`src/rtl/alu_share_arb.sv`:
```
// alu_share_arb: shares one single-cycle ALU between the EX stage (port 0) and the
// address/branch helper (port 1). Define ALU_ARB_FIXED_PRIO_EN for fixed priority to port 0.
module alu_share_arb #(
  parameter int DATA_WIDTH     = 32,
  parameter int ALU_CTRL_WIDTH = 4
) (
  input  logic                      clk,
  input  logic                      rst,
  input  logic                      Req0Valid,
  output logic                      Req0Ready,
  input  logic [DATA_WIDTH-1:0]     Req0SrcA,
  input  logic [DATA_WIDTH-1:0]     Req0SrcB,
  input  logic [ALU_CTRL_WIDTH-1:0] Req0Ctrl,
  input  logic [DATA_WIDTH-1:0]     Req0PC,
  input  logic                      Req1Valid,
  output logic                      Req1Ready,
  input  logic [DATA_WIDTH-1:0]     Req1SrcA,
  input  logic [DATA_WIDTH-1:0]     Req1SrcB,
  input  logic [ALU_CTRL_WIDTH-1:0] Req1Ctrl,
  input  logic [DATA_WIDTH-1:0]     Req1PC,
  output logic                      Rsp0Valid,
  input  logic                      Rsp0Ready,
  output logic                      Rsp1Valid,
  input  logic                      Rsp1Ready,
  output logic [DATA_WIDTH-1:0]     RspResult,
  output logic                      RspZero,
  output logic [DATA_WIDTH-1:0]     SrcA,
  output logic [DATA_WIDTH-1:0]     SrcB,
  output logic [DATA_WIDTH-1:0]     PC,
  output logic [ALU_CTRL_WIDTH-1:0] ALUControl,
  input  logic [DATA_WIDTH-1:0]     ALUResult,
  input  logic                      Zero
);

  typedef enum logic [1:0] {
    ST_IDLE = 2'd0,
    ST_EXEC = 2'd1,
    ST_RESP = 2'd2
  } state_t;

  state_t                    state_r;
  state_t                    state_s;
  logic                      owner_r;
`ifndef ALU_ARB_FIXED_PRIO_EN
  logic                      last_r;
`endif
  logic                      grant_any_s;
  logic                      grant_sel_s;
  logic                      handshake_s;
  logic                      rsp_take_s;
  logic [DATA_WIDTH-1:0]     sel_src_a_s;
  logic [DATA_WIDTH-1:0]     sel_src_b_s;
  logic [DATA_WIDTH-1:0]     sel_pc_s;
  logic [ALU_CTRL_WIDTH-1:0] sel_ctrl_s;
  logic [DATA_WIDTH-1:0]     src_a_r;
  logic [DATA_WIDTH-1:0]     src_b_r;
  logic [DATA_WIDTH-1:0]     pc_r;
  logic [ALU_CTRL_WIDTH-1:0] ctrl_r;
  logic [DATA_WIDTH-1:0]     rsp_result_r;
  logic                      rsp_zero_r;
  logic                      rsp0_valid_r;
  logic                      rsp1_valid_r;

  // Grant selection: a lone requester wins; contention resolved by priority mode.
  always_comb begin
    grant_any_s = 1'b0;
    grant_sel_s = 1'b0;
    if (Req0Valid && Req1Valid) begin
      grant_any_s = 1'b1;
`ifdef ALU_ARB_FIXED_PRIO_EN
      grant_sel_s = 1'b0;
`else
      grant_sel_s = ~last_r;
`endif
    end else if (Req0Valid) begin
      grant_any_s = 1'b1;
      grant_sel_s = 1'b0;
    end else if (Req1Valid) begin
      grant_any_s = 1'b1;
      grant_sel_s = 1'b1;
    end else begin
      grant_any_s = 1'b0;
      grant_sel_s = 1'b0;
    end
  end

  // Request acceptance and response consumption strobes.
  always_comb begin
    handshake_s = 1'b0;
    Req0Ready   = 1'b0;
    Req1Ready   = 1'b0;
    rsp_take_s  = 1'b0;
    if ((state_r == ST_IDLE) && !rst && grant_any_s) begin
      handshake_s = 1'b1;
      Req0Ready   = ~grant_sel_s;
      Req1Ready   = grant_sel_s;
    end else begin
      handshake_s = 1'b0;
    end
    if (state_r == ST_RESP) begin
      rsp_take_s = owner_r ? Rsp1Ready : Rsp0Ready;
    end else begin
      rsp_take_s = 1'b0;
    end
  end

  // Operand mux feeding the ALU drive registers.
  always_comb begin
    sel_src_a_s = Req0SrcA;
    sel_src_b_s = Req0SrcB;
    sel_pc_s    = Req0PC;
    sel_ctrl_s  = Req0Ctrl;
    if (grant_sel_s) begin
      sel_src_a_s = Req1SrcA;
      sel_src_b_s = Req1SrcB;
      sel_pc_s    = Req1PC;
      sel_ctrl_s  = Req1Ctrl;
    end else begin
      sel_src_a_s = Req0SrcA;
      sel_src_b_s = Req0SrcB;
      sel_pc_s    = Req0PC;
      sel_ctrl_s  = Req0Ctrl;
    end
  end

  // Next-state logic: EXEC always lasts exactly one cycle.
  always_comb begin
    state_s = state_r;
    case (state_r)
      ST_IDLE: begin
        if (handshake_s) state_s = ST_EXEC;
        else             state_s = ST_IDLE;
      end
      ST_EXEC: state_s = ST_RESP;
      ST_RESP: begin
        if (rsp_take_s) state_s = ST_IDLE;
        else            state_s = ST_RESP;
      end
      default: state_s = ST_IDLE;
    endcase
  end

  // State, operand, and response registers.
  always_ff @(posedge clk) begin
    if (rst) begin
      state_r      <= ST_IDLE;
      owner_r      <= 1'b0;
`ifndef ALU_ARB_FIXED_PRIO_EN
      last_r       <= 1'b1;
`endif
      src_a_r      <= {DATA_WIDTH{1'b0}};
      src_b_r      <= {DATA_WIDTH{1'b0}};
      pc_r         <= {DATA_WIDTH{1'b0}};
      ctrl_r       <= {ALU_CTRL_WIDTH{1'b0}};
      rsp_result_r <= {DATA_WIDTH{1'b0}};
      rsp_zero_r   <= 1'b0;
      rsp0_valid_r <= 1'b0;
      rsp1_valid_r <= 1'b0;
    end else begin
      state_r <= state_s;
      case (state_r)
        ST_IDLE: begin
          if (handshake_s) begin
            src_a_r <= sel_src_a_s;
            src_b_r <= sel_src_b_s;
            pc_r    <= sel_pc_s;
            ctrl_r  <= sel_ctrl_s;
            owner_r <= grant_sel_s;
`ifndef ALU_ARB_FIXED_PRIO_EN
            last_r  <= grant_sel_s;
`endif
          end
        end
        ST_EXEC: begin
          rsp_result_r <= ALUResult;
          rsp_zero_r   <= Zero;
          rsp0_valid_r <= ~owner_r;
          rsp1_valid_r <= owner_r;
        end
        ST_RESP: begin
          if (rsp_take_s) begin
            rsp0_valid_r <= 1'b0;
            rsp1_valid_r <= 1'b0;
          end
        end
        default: begin
          rsp0_valid_r <= 1'b0;
          rsp1_valid_r <= 1'b0;
        end
      endcase
    end
  end

  assign SrcA       = src_a_r;
  assign SrcB       = src_b_r;
  assign PC         = pc_r;
  assign ALUControl = ctrl_r;
  assign RspResult  = rsp_result_r;
  assign RspZero    = rsp_zero_r;
  assign Rsp0Valid  = rsp0_valid_r;
  assign Rsp1Valid  = rsp1_valid_r;

endmodule
```
`config.mk`:
```
export PLATFORM = sky130hd
export DESIGN_NAME = alu_share_arb
export DESIGN_NICKNAME = d
export VERILOG_FILES = /design/src/rtl/alu_share_arb.sv
export SDC_FILE = /design/constraint.sdc
export NUM_CORES = 1
export LEC_CHECK = 0
export CAP_MARGIN = 20
export CORE_AREA = 2 2 147 149
export CTS_BUF_LIST = sky130_fd_sc_hd__clkbuf_4 sky130_fd_sc_hd__clkbuf_8 sky130_fd_sc_hd__clkbuf_16
export DETAILED_ROUTE_END_ITERATION = 6
export DIE_AREA = 0 0 149 151
export HOLD_SLACK_MARGIN = 0.12
export PLACE_DENSITY_LB_ADDON = 0.12
export SLEW_MARGIN = 15
export SYNTH_ARGS = -nofsm -noshare
export SYNTH_HDL_FRONTEND = slang
export SYNTH_SLANG_ARGS = --single-unit
```
`constraint.sdc`:
```
create_clock -name clk -period 1.8 [get_ports clk]
set_input_delay 0.36 -clock clk [delete_from_list [all_inputs] [get_ports clk]]
set_output_delay 0.36 -clock clk [all_outputs]
set_load 0.02 [all_outputs]
```
; ---- Yosys cells after proc, flatten, opt, wreduce, memory -nomap -nowiden
; Index checks and enable logic that the tools add are counted.
[classes]
eq_ne = 3
reduce_logical = 7
n_bitwise = 4
muxes = 20
[op_table]
columns = operator, count
row1 = 32-bit two-way mux, 3
row2 = 1-bit two-way mux, 12
row3 = 1-bit case mux with 3 select lines, 2
row4 = 2-bit case mux with 3 select lines, 1
row5 = 4-bit two-way mux, 1
row6 = 1-bit NOT, 4
row7 = 2-bit AND reduction, 2
row8 = 1-bit logical AND, 3
row9 = "2-bit by 1-bit equality test with 1-bit output, second input constant", 1
row10 = "2-bit equality test, second input constant", 1
row11 = 2-bit logical NOT, 1
row12 = 2-bit two-way mux, 1
row13 = "2-bit != test, second input constant", 1
row14 = 1-bit logical NOT, 1
[word_totals]
out_inout_bits = 137
input_bits = 239
register_bits = 139

; ---- Logic depth before layout (Yosys ltp)
[logic_depth]
depth_word = 7
ltp_mapped = 7

; ---- Worst setup path after synthesis
; No wires, ideal clock.
[synth_path]
path_type = input -> output
start = input port Req0Valid
end = output port Req1Ready
arrival_ps = 1283
setup_slack_ps = 157
t_required_ps = 1440
stages = 5
path_cell_list = buf_2 -> a21boi_1 -> buf_2 -> buf_2 -> and2_1
[synth_via]
elab_chain_len = 4
[synth_lines]
columns = item, line
row1 = from (decl), 9  ; input logic Req0Valid,
row2 = 1-bit two-way mux or 1-bit logical AND (tied branches), "75, 68"
row3 = 1-bit two-way mux, 68  ; if (Req0Valid && Req1Valid) begin
row4 = 1-bit logical AND, 93  ; if ((state_r == ST_IDLE) && !rst && grant_any_s) begin
row5 = 1-bit two-way mux (*), 93
row6 = to (decl), 16  ; output logic Req1Ready,
; Mark *: on every way between the ends. The rest lies on a longest branch, timed or not.

; ---- Worst setup path in the final report
[layout_path]
start = register state_r[0]
end = output port Req0Ready
[layout_via]
elab_chain_len = 4
[layout_lines]
columns = item, line
row1 = from (decl), 41  ; state_t state_r;
row2 = from (signal assigned), 160  ; state_r <= state_s;
row3 = 2-bit logical NOT, 93
row4 = 1-bit logical AND (2 in series), 93
row5 = 1-bit two-way mux, 93
row6 = to (decl), 10  ; output logic Req0Ready,
; Every way passes these cells.

==> summary.md <==
| Metric | Value |
|---|---|
| P_leak | 4.36 nW |
| Slew Limit Fails | 0 |
| Count leader, synth | dfxtp_1 |
| Layout cell share with drive strength beyond 1 | 8.16% |
| Register area | 2780 µm² |
| Tightest Pin Transition | 765 ps |
| DRC violations left | 0 |
| Clock Tree Root | clkbuf_16 |
| Setup WS post-layout | -13.7 ps |
| Initial DRC count | 297 |
| Critical Path Sink Type | primary output |
| Syn Area/Cell | 9.46 µm² |
| Clk_lat worst skew | 420 ps |
| CTS buffer count | 17 |
| Prevailing post-synth register cell | dfxtp_1 |
| Clock transition at the registers of the reported paths | 60 ps |
| Post-Place Cell Area | 9570 µm² |
| Comb pwr share | 24.3% |
| Status | finished, violations left |
| Fin nets | 1182 |
| Routed WL per cell | 19.1 µm |
| EDFF count, synth | 0 |
| Largest net degree at the start of global routing | 68 |
| Antenna violations before repair | 2 |
| Failing checks | negative setup slack |
| Seq pwr share | 36.3% |
| Initial core utilization | 26.5% |
| Yosys top cell by area | dfxtp_1 |
| Post-Route Setup TNS | -13.7 ps |
| Clk sinks | 139 |
| Vias | 6024 |
| Synth-to-Final Area Change | 88.1% |
| Crit path time final | 1810 ps |
| Yosys top cell area share | 50.4% |
| Fillers | 2017 |
| Max clock buf depth | 2 |
| Startpoint types | flip-flop |
| Synth Register Bits | 139 |
| H-tree Lvls | 4 |
| Hold Vio Cnt, Final | 0 |
| Layout Cells excl Fill | 1235 |
| Max Clk Rate | 551 MHz |
| Crit path DAT | 1450 ps |
| Yosys warns | 0 |
| Num rows | 53 |
| Final WL | 23.6 mm |
| Gr ovfl total | 0 |
| Core Util, Final | 49.8% |
| Synth cell types | 29 |
| Rel. slew slack | 49.0% |
| Avg Vias per Cell | 4.88 |
| Unrepaired setup endpoints after global routing | true |
| Area of the multi-input gates | 2390 µm² |
| Part of the Yosys area used for sequential elements | 50.4% |
| Cell breakdown of the critical path | nor3_4 > and3_4 > buf_12 > buf_8 |
| Net Sw Frac | 27.8% |
| Core ar. | 20800 µm² |
| Final setup viols | 1 |
| Detailed Place HPWL | 16.1 mm |
| Int Pwr | 7.00 mW |
| First drt pass iteration count | 4 |
| Min-delay worst type | input pin to flip-flop |
| Total power draw | 9.70 mW |
| Clock network fraction of total power | 39.4% |
| CP Class | flip-flop to primary output |
| Worst vdd ir | 0.553 mV |
| Crit path required time | 1440 ps |
| CTS tree | done |
| # IOs | 376 |
| Power per cell area | 934 nW/µm² |
| GPL Wtd Cong | 0.767 |
| Die Span X | 149 µm |
| Mapped cell area | 5520 µm² |
| Design Area, Final | 10400 µm² |
| Total Die Area | 22500 µm² |
| Vias in the first global route | 6005 |
| CP top delay family | simple AND/OR/NAND/NOR gates |
| Max incr delay on CP | 330 ps |
| NetSw | 2.70 mW |
| Dpl ws | -349 ps |
| Buf/Inv on CP | 2 |
| Synth async-reset ratio | 0% |
| Skew final | 7.26 ps |
| Synth cell count leaders | dfxtp_1, and3_1, a221o_1 |
| CP max-delay cell | dfxtp_2 |
| Synth area leaders | dfxtp_1, a221o_1, and3_1 |
| DRT antenna net count | 0 |
| Worst-path fanout max | 3 |
| Maxcap violations | 0 |
| Die H | 151 µm |
| Post-Place Cells | 1192 |
| GRT Util Overall | 20.0% |
| IO buf count | 375 |
| Hold slack | 426 ps |
| First-pass GRT wire length | 34.6 mm |
| Final worst-path cycle share | 101% |
| Synthesized instance count | 583 |
| Syn Nets | 822 |
## logic make-up after synthesis
kind of cell / count (synthesis) / share of synthesized area (%)
DFF: 139 / 50.4
buffers and inverters: 71 / 6.92
and+or+nand+nor: 205 / 19.6
muxes: 1 / 0.181
AOI/OAI and AO/OA: 167 / 22.9
## path summary, 6_finish.rpt
path	endpoint	slack (ps)	start	cells after the start
setup / recovery	Req0Ready	-10	state_r[0]$_SDFF_PP0_	4
hold / removal	state_r[0]$_SDFF_PP0_	430	Req1Valid	4
setup reg to reg	PC[12]$_SDFFE_PP0P_	100	last_r$_SDFFE_PP1P_	6
hold reg to reg	RspResult[5]$_SDFFE_PP0N_	450	RspResult[5]$_SDFFE_PP0N_	2
## registers in the layout, summed over array words and instances (netlist names)
name        cells
SrcA           32
RspZero         1
ALUControl      4
Rsp1Valid       1
SrcB           32
RspResult      32
state_r         2
Rsp0Valid       1
PC             32
last_r          1
owner_r         1
## power groups by stage
stage	clock [mW]	sequential, mW	combinational (mW)
finish	3.83	3.52	2.35
global route	4.06	3.55	2.51
CTS	3.91	3.52	2.38
detailed placement	0	3.58	2.33
global placement	0	3.58	2.34
floorplan	0	3.90	0.672
## worst reg2reg max path: stages (launching register included)
cell	delay, ps
dfxtp_1	350
nand2b_1	170
and3_4	200
buf_4	150
buf_4	170
buf_12	170
a221o_1	400
## layer usage
layer	wire length (µm)	vias up	GRT usage [%]
met3	1850	36	6.39
met4	580	0	8.38
met2	11600	249	33.8
li1	-	2937	-
met5	0	-	0
met1	9550	2802	23.5
## final cells by class
type | instances | area share, %
sequential | 139 | 26.8
tap | 275 | 3.31
clock buffer | 19 | 4.24
multi-input combinational | 373 | 23.0
inverter | 2 | 0.0723
timing repair buffer | 410 | 40.6
clock inverter | 13 | 1.84
antenna | 4 | 0.0964
## cells in the final DEF, fill, tap and decap left out, drive strengths merged
master	instances
diode	4
nand2b	4
dlygate4sd2	4
nor2	1
or2	2
a31oi	26
bufbuf	1
inv	5
o21ba	1
a21boi	1
bufinv	4
and3	75
a221o	74
nand3b	1
and2	1
nor3	2
nand2	66
clkdlybuf4s50	347
nor2b	1
mux2i	1
o32ai	2
clkinvlp	3
buf	37
nand4	26
clkinv	3
nand3	26
o21bai	1
dlymetal6s2s	21
clkbuf	19
dfxtp	139
a211oi	1
a211o	1
o21ai	26
a21oi	34
## repair_timing
action	CTS	global route
cloned	2	0
setup endpoints to repair	10	55
buffers inserted	4	1
hold buffers	0	0
pin swaps	2	1
gates resized for setup	14	24
(Power assumes the default switching activity.)
